File: src/rtl/alu_issue_ctrl.sv
// Issue front-end for the 16-bit ALU: registers a request onto the ALU inputs,
// waits the op-dependent settle time and returns the captured result.
//
// state | meaning
// IDLE  | ready for a request; alu_* hold the last issued operands
// EXEC  | operands on the ALU, counting down the settle time
// RESP  | response presented, held until the consumer takes it
module alu_issue_ctrl #(
    parameter int COMB_WAIT  = 1,
    parameter int SHIFT_WAIT = 2
) (
    input  logic        clk,
    input  logic        rst_b,
    input  logic        req_valid,
    output logic        req_ready,
    input  logic [15:0] req_a,
    input  logic [15:0] req_b,
    input  logic [3:0]  req_op,
    output logic [15:0] alu_a,
    output logic [15:0] alu_b,
    output logic [3:0]  alu_op,
    input  logic [31:0] alu_result,
    output logic        rsp_valid,
    input  logic        rsp_ready,
    output logic [31:0] rsp_data,
    output logic [3:0]  rsp_op,
    output logic        rsp_err,
    output logic        busy
);

    localparam int MAX_WAIT = (COMB_WAIT > SHIFT_WAIT) ? COMB_WAIT : SHIFT_WAIT;
    localparam int CW       = $clog2(MAX_WAIT + 1);

    typedef enum logic [1:0] {IDLE, EXEC, RESP} state_t;

    state_t        state;
    logic [CW-1:0] wait_cnt;

    logic req_illegal;
    logic req_div_zero;
    logic req_shift;

    assign req_illegal  = req_op[3] & (req_op[2] | req_op[1]);
    assign req_div_zero = (req_op == 4'b1001) && (req_b == 16'h0000);
    assign req_shift    = (req_op[3:1] == 3'b011);

    always_ff @(posedge clk or negedge rst_b) begin
        if (!rst_b) begin
            state     <= IDLE;
            wait_cnt  <= '0;
            req_ready <= 1'b1;
            busy      <= 1'b0;
            alu_a     <= '0;
            alu_b     <= '0;
            alu_op    <= '0;
            rsp_valid <= 1'b0;
            rsp_data  <= '0;
            rsp_op    <= '0;
            rsp_err   <= 1'b0;
        end else begin
            case (state)
                IDLE: begin
                    if (req_valid) begin
                        req_ready <= 1'b0;
                        busy      <= 1'b1;
                        rsp_op    <= req_op;
                        // Trapped ops bypass the ALU and respond straight away
                        if (req_illegal) begin
                            rsp_data  <= '0;
                            rsp_err   <= 1'b1;
                            rsp_valid <= 1'b1;
                            state     <= RESP;
                        end else if (req_div_zero) begin
                            rsp_data  <= {req_a, 16'hFFFF};
                            rsp_err   <= 1'b1;
                            rsp_valid <= 1'b1;
                            state     <= RESP;
                        end else begin
                            alu_a    <= req_a;
                            alu_b    <= req_b;
                            alu_op   <= req_op;
                            wait_cnt <= req_shift ? CW'(SHIFT_WAIT) : CW'(COMB_WAIT);
                            state    <= EXEC;
                        end
                    end
                end
                EXEC: begin
                    wait_cnt <= wait_cnt - 1'b1;
                    if (wait_cnt == CW'(1)) begin
                        rsp_data  <= alu_result;
                        rsp_err   <= 1'b0;
                        rsp_valid <= 1'b1;
                        state     <= RESP;
                    end
                end
                RESP: begin
                    if (rsp_ready) begin
                        rsp_valid <= 1'b0;
                        req_ready <= 1'b1;
                        busy      <= 1'b0;
                        state     <= IDLE;
                    end
                end
                default: begin
                    state     <= IDLE;
                    req_ready <= 1'b1;
                    busy      <= 1'b0;
                    rsp_valid <= 1'b0;
                end
            endcase
        end
    end

endmodule
File: config.mk
export PLATFORM = sky130hd
export DESIGN_NAME = alu_issue_ctrl
export DESIGN_NICKNAME = d
export VERILOG_FILES = /design/src/rtl/alu_issue_ctrl.sv
export SDC_FILE = /design/constraint.sdc
export NUM_CORES = 1
export LEC_CHECK = 0
export ABC_AREA = 1
export BUFFER_PORTS_ARGS = -buffer_cell sky130_fd_sc_hd__clkbuf_2
export CAP_MARGIN = 20
export CORE_ASPECT_RATIO = 0.7
export CORE_UTILIZATION = 50
export DETAILED_ROUTE_END_ITERATION = 10
export HOLD_SLACK_MARGIN = 0.08
export PLACE_DENSITY = 0.82
export REMOVE_ABC_BUFFERS = 1
export SYNTH_ARGS = -nofsm -noshare
export SYNTH_HDL_FRONTEND = slang
export SYNTH_SLANG_ARGS = --single-unit
File: constraint.sdc
create_clock -name clk -period 2.3 [get_ports clk]
set_clock_uncertainty 0.05 [all_clocks]
set_input_delay 0.115 -clock clk [delete_from_list [all_inputs] [get_ports clk]]
set_output_delay 0.115 -clock clk [all_outputs]
set_load 0.02 [all_outputs]
==> run summary <==
final worst setup slack = 298 ps
worst hold margin = 96.4 ps
CTS Root Buffer Type = clkbuf_8
Ys Warns = 0
Final HPWL DP = 7190 um
final wirelength = 11,800 um
TritonCTS clock tree = done
CTS sink count = 80
mux share of post-synthesis cell area = 0%
Reg clk slew, reported paths = 80 ps
Max-Cap Viols = 0
post-synthesis compound-gate area fraction = 1.15%
Fillers = 560
crit path max fanout = 23
register share of total power = 34.0%
Max H-tree Level = 3
slew margin rel. = 51.4%
Synth area leaders = dfrtp_1 (52%), nand2_1 (23%), nand3_1 (11%)
Syn Std Cell Area = 3800 um^2
Psw = 3.45 mW
adder-cell share of the synthesized area = 0.329%
Seq. cell area = 2000 um^2
Worst Path Class, Setup = register to register
post-route insts no fill = 782
Synth cell types = 29
Post-CTS Setup Bufs = 0
fin area = 5410 um^2
Main synth FF type = dfrtp_1
largest family of logic cells by synthesized area = simple AND/OR/NAND/NOR gates
area added between synthesis and finish = 42.3%
TritonCTS Buffers = 9
commonest cells in the synthesized netlist = nand2_1 (231), nand3_1 (86), dfrtp_1 (79)
Gate Count Post-Synth = 475
Global Route Usage Sum = 30.6%
worst hold path class = input port to register
Worst Path Required = 2540 ps
deepest clock path buffer count = 2
placed cells = 701
Place WS = 405 ps
combinational cell fraction of total power = 51.3%
DR iter-0 viols = 305
period utilization = 87.1%
Total Power = 7.26 mW
layout cells sized above 1 = 27.5%
# setup viols final = 0
final cell utilization of the core = 73.9%
Die Y = 75.0 um
Pleak = 3.04 nW
via count = 4,131
number of synthesized flops with an enable pin = 0
DIE AREA = 7960 um^2
largest net degree at the start of global routing = 47
CP endpoint kind = register
io pins = 148
first-pass GRT wire length = 18,500 um
initial antenna violation count = 0
cell row count = 26
TritonRoute pass-1 iters = 5
Hold Fails Final Rpt = 0
fin crit period = 2000 ps
Switching Fraction = 47.5%
remaining antenna violation count = 0
syn_area_per_cell = 8.00 um^2
critical path launch point type = register
P per Cell Area = 1340 nW/um^2
sequential area share after synthesis = 52.7%
clock power share = 14.7%
vias in the first global route = 3,870
Total Nets Final = 752
Setup TNS = 0 ps
post-CTS resize count = 0
Seq cells post-synth = 80
area of the multi-input gates = 1570 um^2
top cell type's share of synthesized area = 52.0%
pins over their slew limit = 0
Clk Latency, worst-skew pair = 350 ps
crit path DAT = 2240 ps
Int Power = 3.81 mW
status = finished, final reports clean
DRC = 0
Worst Max-Slew Pin Slew = 721 ps
drt wl/cell = 15.1 um
xor/xnor cell area share of the yosys netlist = 0%
# diodes = 0
Placed Area = 4550 um^2
RSZ-0062 raised after global routing = no
Starting Density = 51.9%
area leader, netlist = dfrtp_1
chip width = 106 um
fmax = 499 MHz
Max VDD drop = 0.000818 V
global route total overflow = 0
routability congestion estimate = 0.853
Async SR Flop Fraction = 100%
Vias per Instance = 5.28
PortBufs = 147
most common cell in the netlist = nand2_1
simple-gate portion of the synthesized area = 39.8%
Core Footprint = 7320 um^2
==> registers in the layout (all words and copies together), names as in the netlist <==
signal / count
alu_a: 16
alu_b: 16
alu_op: 4
busy: 1
req_ready: 1
rsp_data: 32
rsp_err: 1
rsp_op: 4
rsp_valid: 1
state: 2
wait_cnt: 2
==> cell families after synthesis <==
| logic type | after synthesis |
|---|---|
| AND/OR/NAND/NOR | 348 |
| flip-flops | 80 |
| adder cells (fa/ha/maj) | 1 |
| buffers and inverters | 38 |
| AO/OA/AOI/OAI | 8 |
==> layout by cell type, fill, tap and decap left out, drive strengths merged <==
| cell type | count |
|---|---|
| clkinvlp | 3 |
| clkbuf | 158 |
| buf | 9 |
| dfstp | 1 |
| nor3 | 1 |
| bufinv | 1 |
| nand2 | 236 |
| nand3 | 88 |
| ha | 1 |
| dlygate4sd3 | 65 |
| or2 | 1 |
| dfrtp | 79 |
| nand4 | 4 |
| o21ai | 7 |
| inv | 11 |
| a21oi | 1 |
| nand3b | 1 |
| and2 | 1 |
| nor2 | 16 |
==> critical path, stage by stage (launching register included) <==
cell and delay (ps):
dfrtp_1 440, inv_2 90, nand2_2 250, nor2_1 150
nor2_4 340, buf_4 350, nand3_1 150, nand2_1 110
==> power by group through the flow <==
stage | clock (mW) | combinational [mW] | sequential [mW]
after global routing | 1.14 | 4.12 | 2.54
after floorplan | 0 | 1.54 | 3.19
after CTS | 1.08 | 3.70 | 2.45
final | 1.07 | 3.72 | 2.47
after global placement | 0 | 3.47 | 2.46
after detailed placement | 0 | 3.58 | 2.47
==> layout make-up <==
type | count | share of cell area (%)
inverter | 11 | 0.810
multi-input combinational | 357 | 29.0
clock inverter | 4 | 0.972
timing repair buffer | 220 | 27.0
sequential | 80 | 37.0
clock buffer | 12 | 2.87
tap | 98 | 2.27
==> final timing paths <==
| kind | startpoint | endpoint | cells after the start | slack (ps) |
|---|---|---|---|---|
| setup / recovery | state[1]$_DFFE_PN0P_ | rsp_data[7]$_DFFE_PN0P_ | 7 | 300 |
| hold / removal | alu_result[22] | rsp_data[22]$_DFFE_PN0P_ | 5 | 100 |
| setup reg to reg | state[1]$_DFFE_PN0P_ | rsp_data[7]$_DFFE_PN0P_ | 7 | 300 |
| hold reg to reg | alu_b[9]$_DFFE_PN0P_ | alu_b[9]$_DFFE_PN0P_ | 2 | 420 |
| max in group asynchronous | rst_b | req_ready$_DFFE_PN1P_ | 3 | 1270 |
| min in group asynchronous | rst_b | rsp_data[13]$_DFFE_PN0P_ | 2 | 260 |
==> metal layers <==
layer | vias to the layer above | track usage [%] | part of all wire (%) | routed length, um
met5 | - | 0 | 0 | 0
met4 | 0 | 8.80 | 1.9 | 223
met3 | 27 | 8.74 | 8.8 | 1040
met2 | 231 | 51.7 | 48 | 5690
met1 | 1949 | 39.4 | 41 | 4830
li1 | 1924 | - | - | -
==> repair_timing <==
| item | CTS | global route |
|---|---|---|
| endpoints found under the hold margin | 114 | 0 |
| endpoints found under the setup margin | 0 | 0 |
| hold buffers | 65 | 0 |
(Power assumes the default switching activity.)
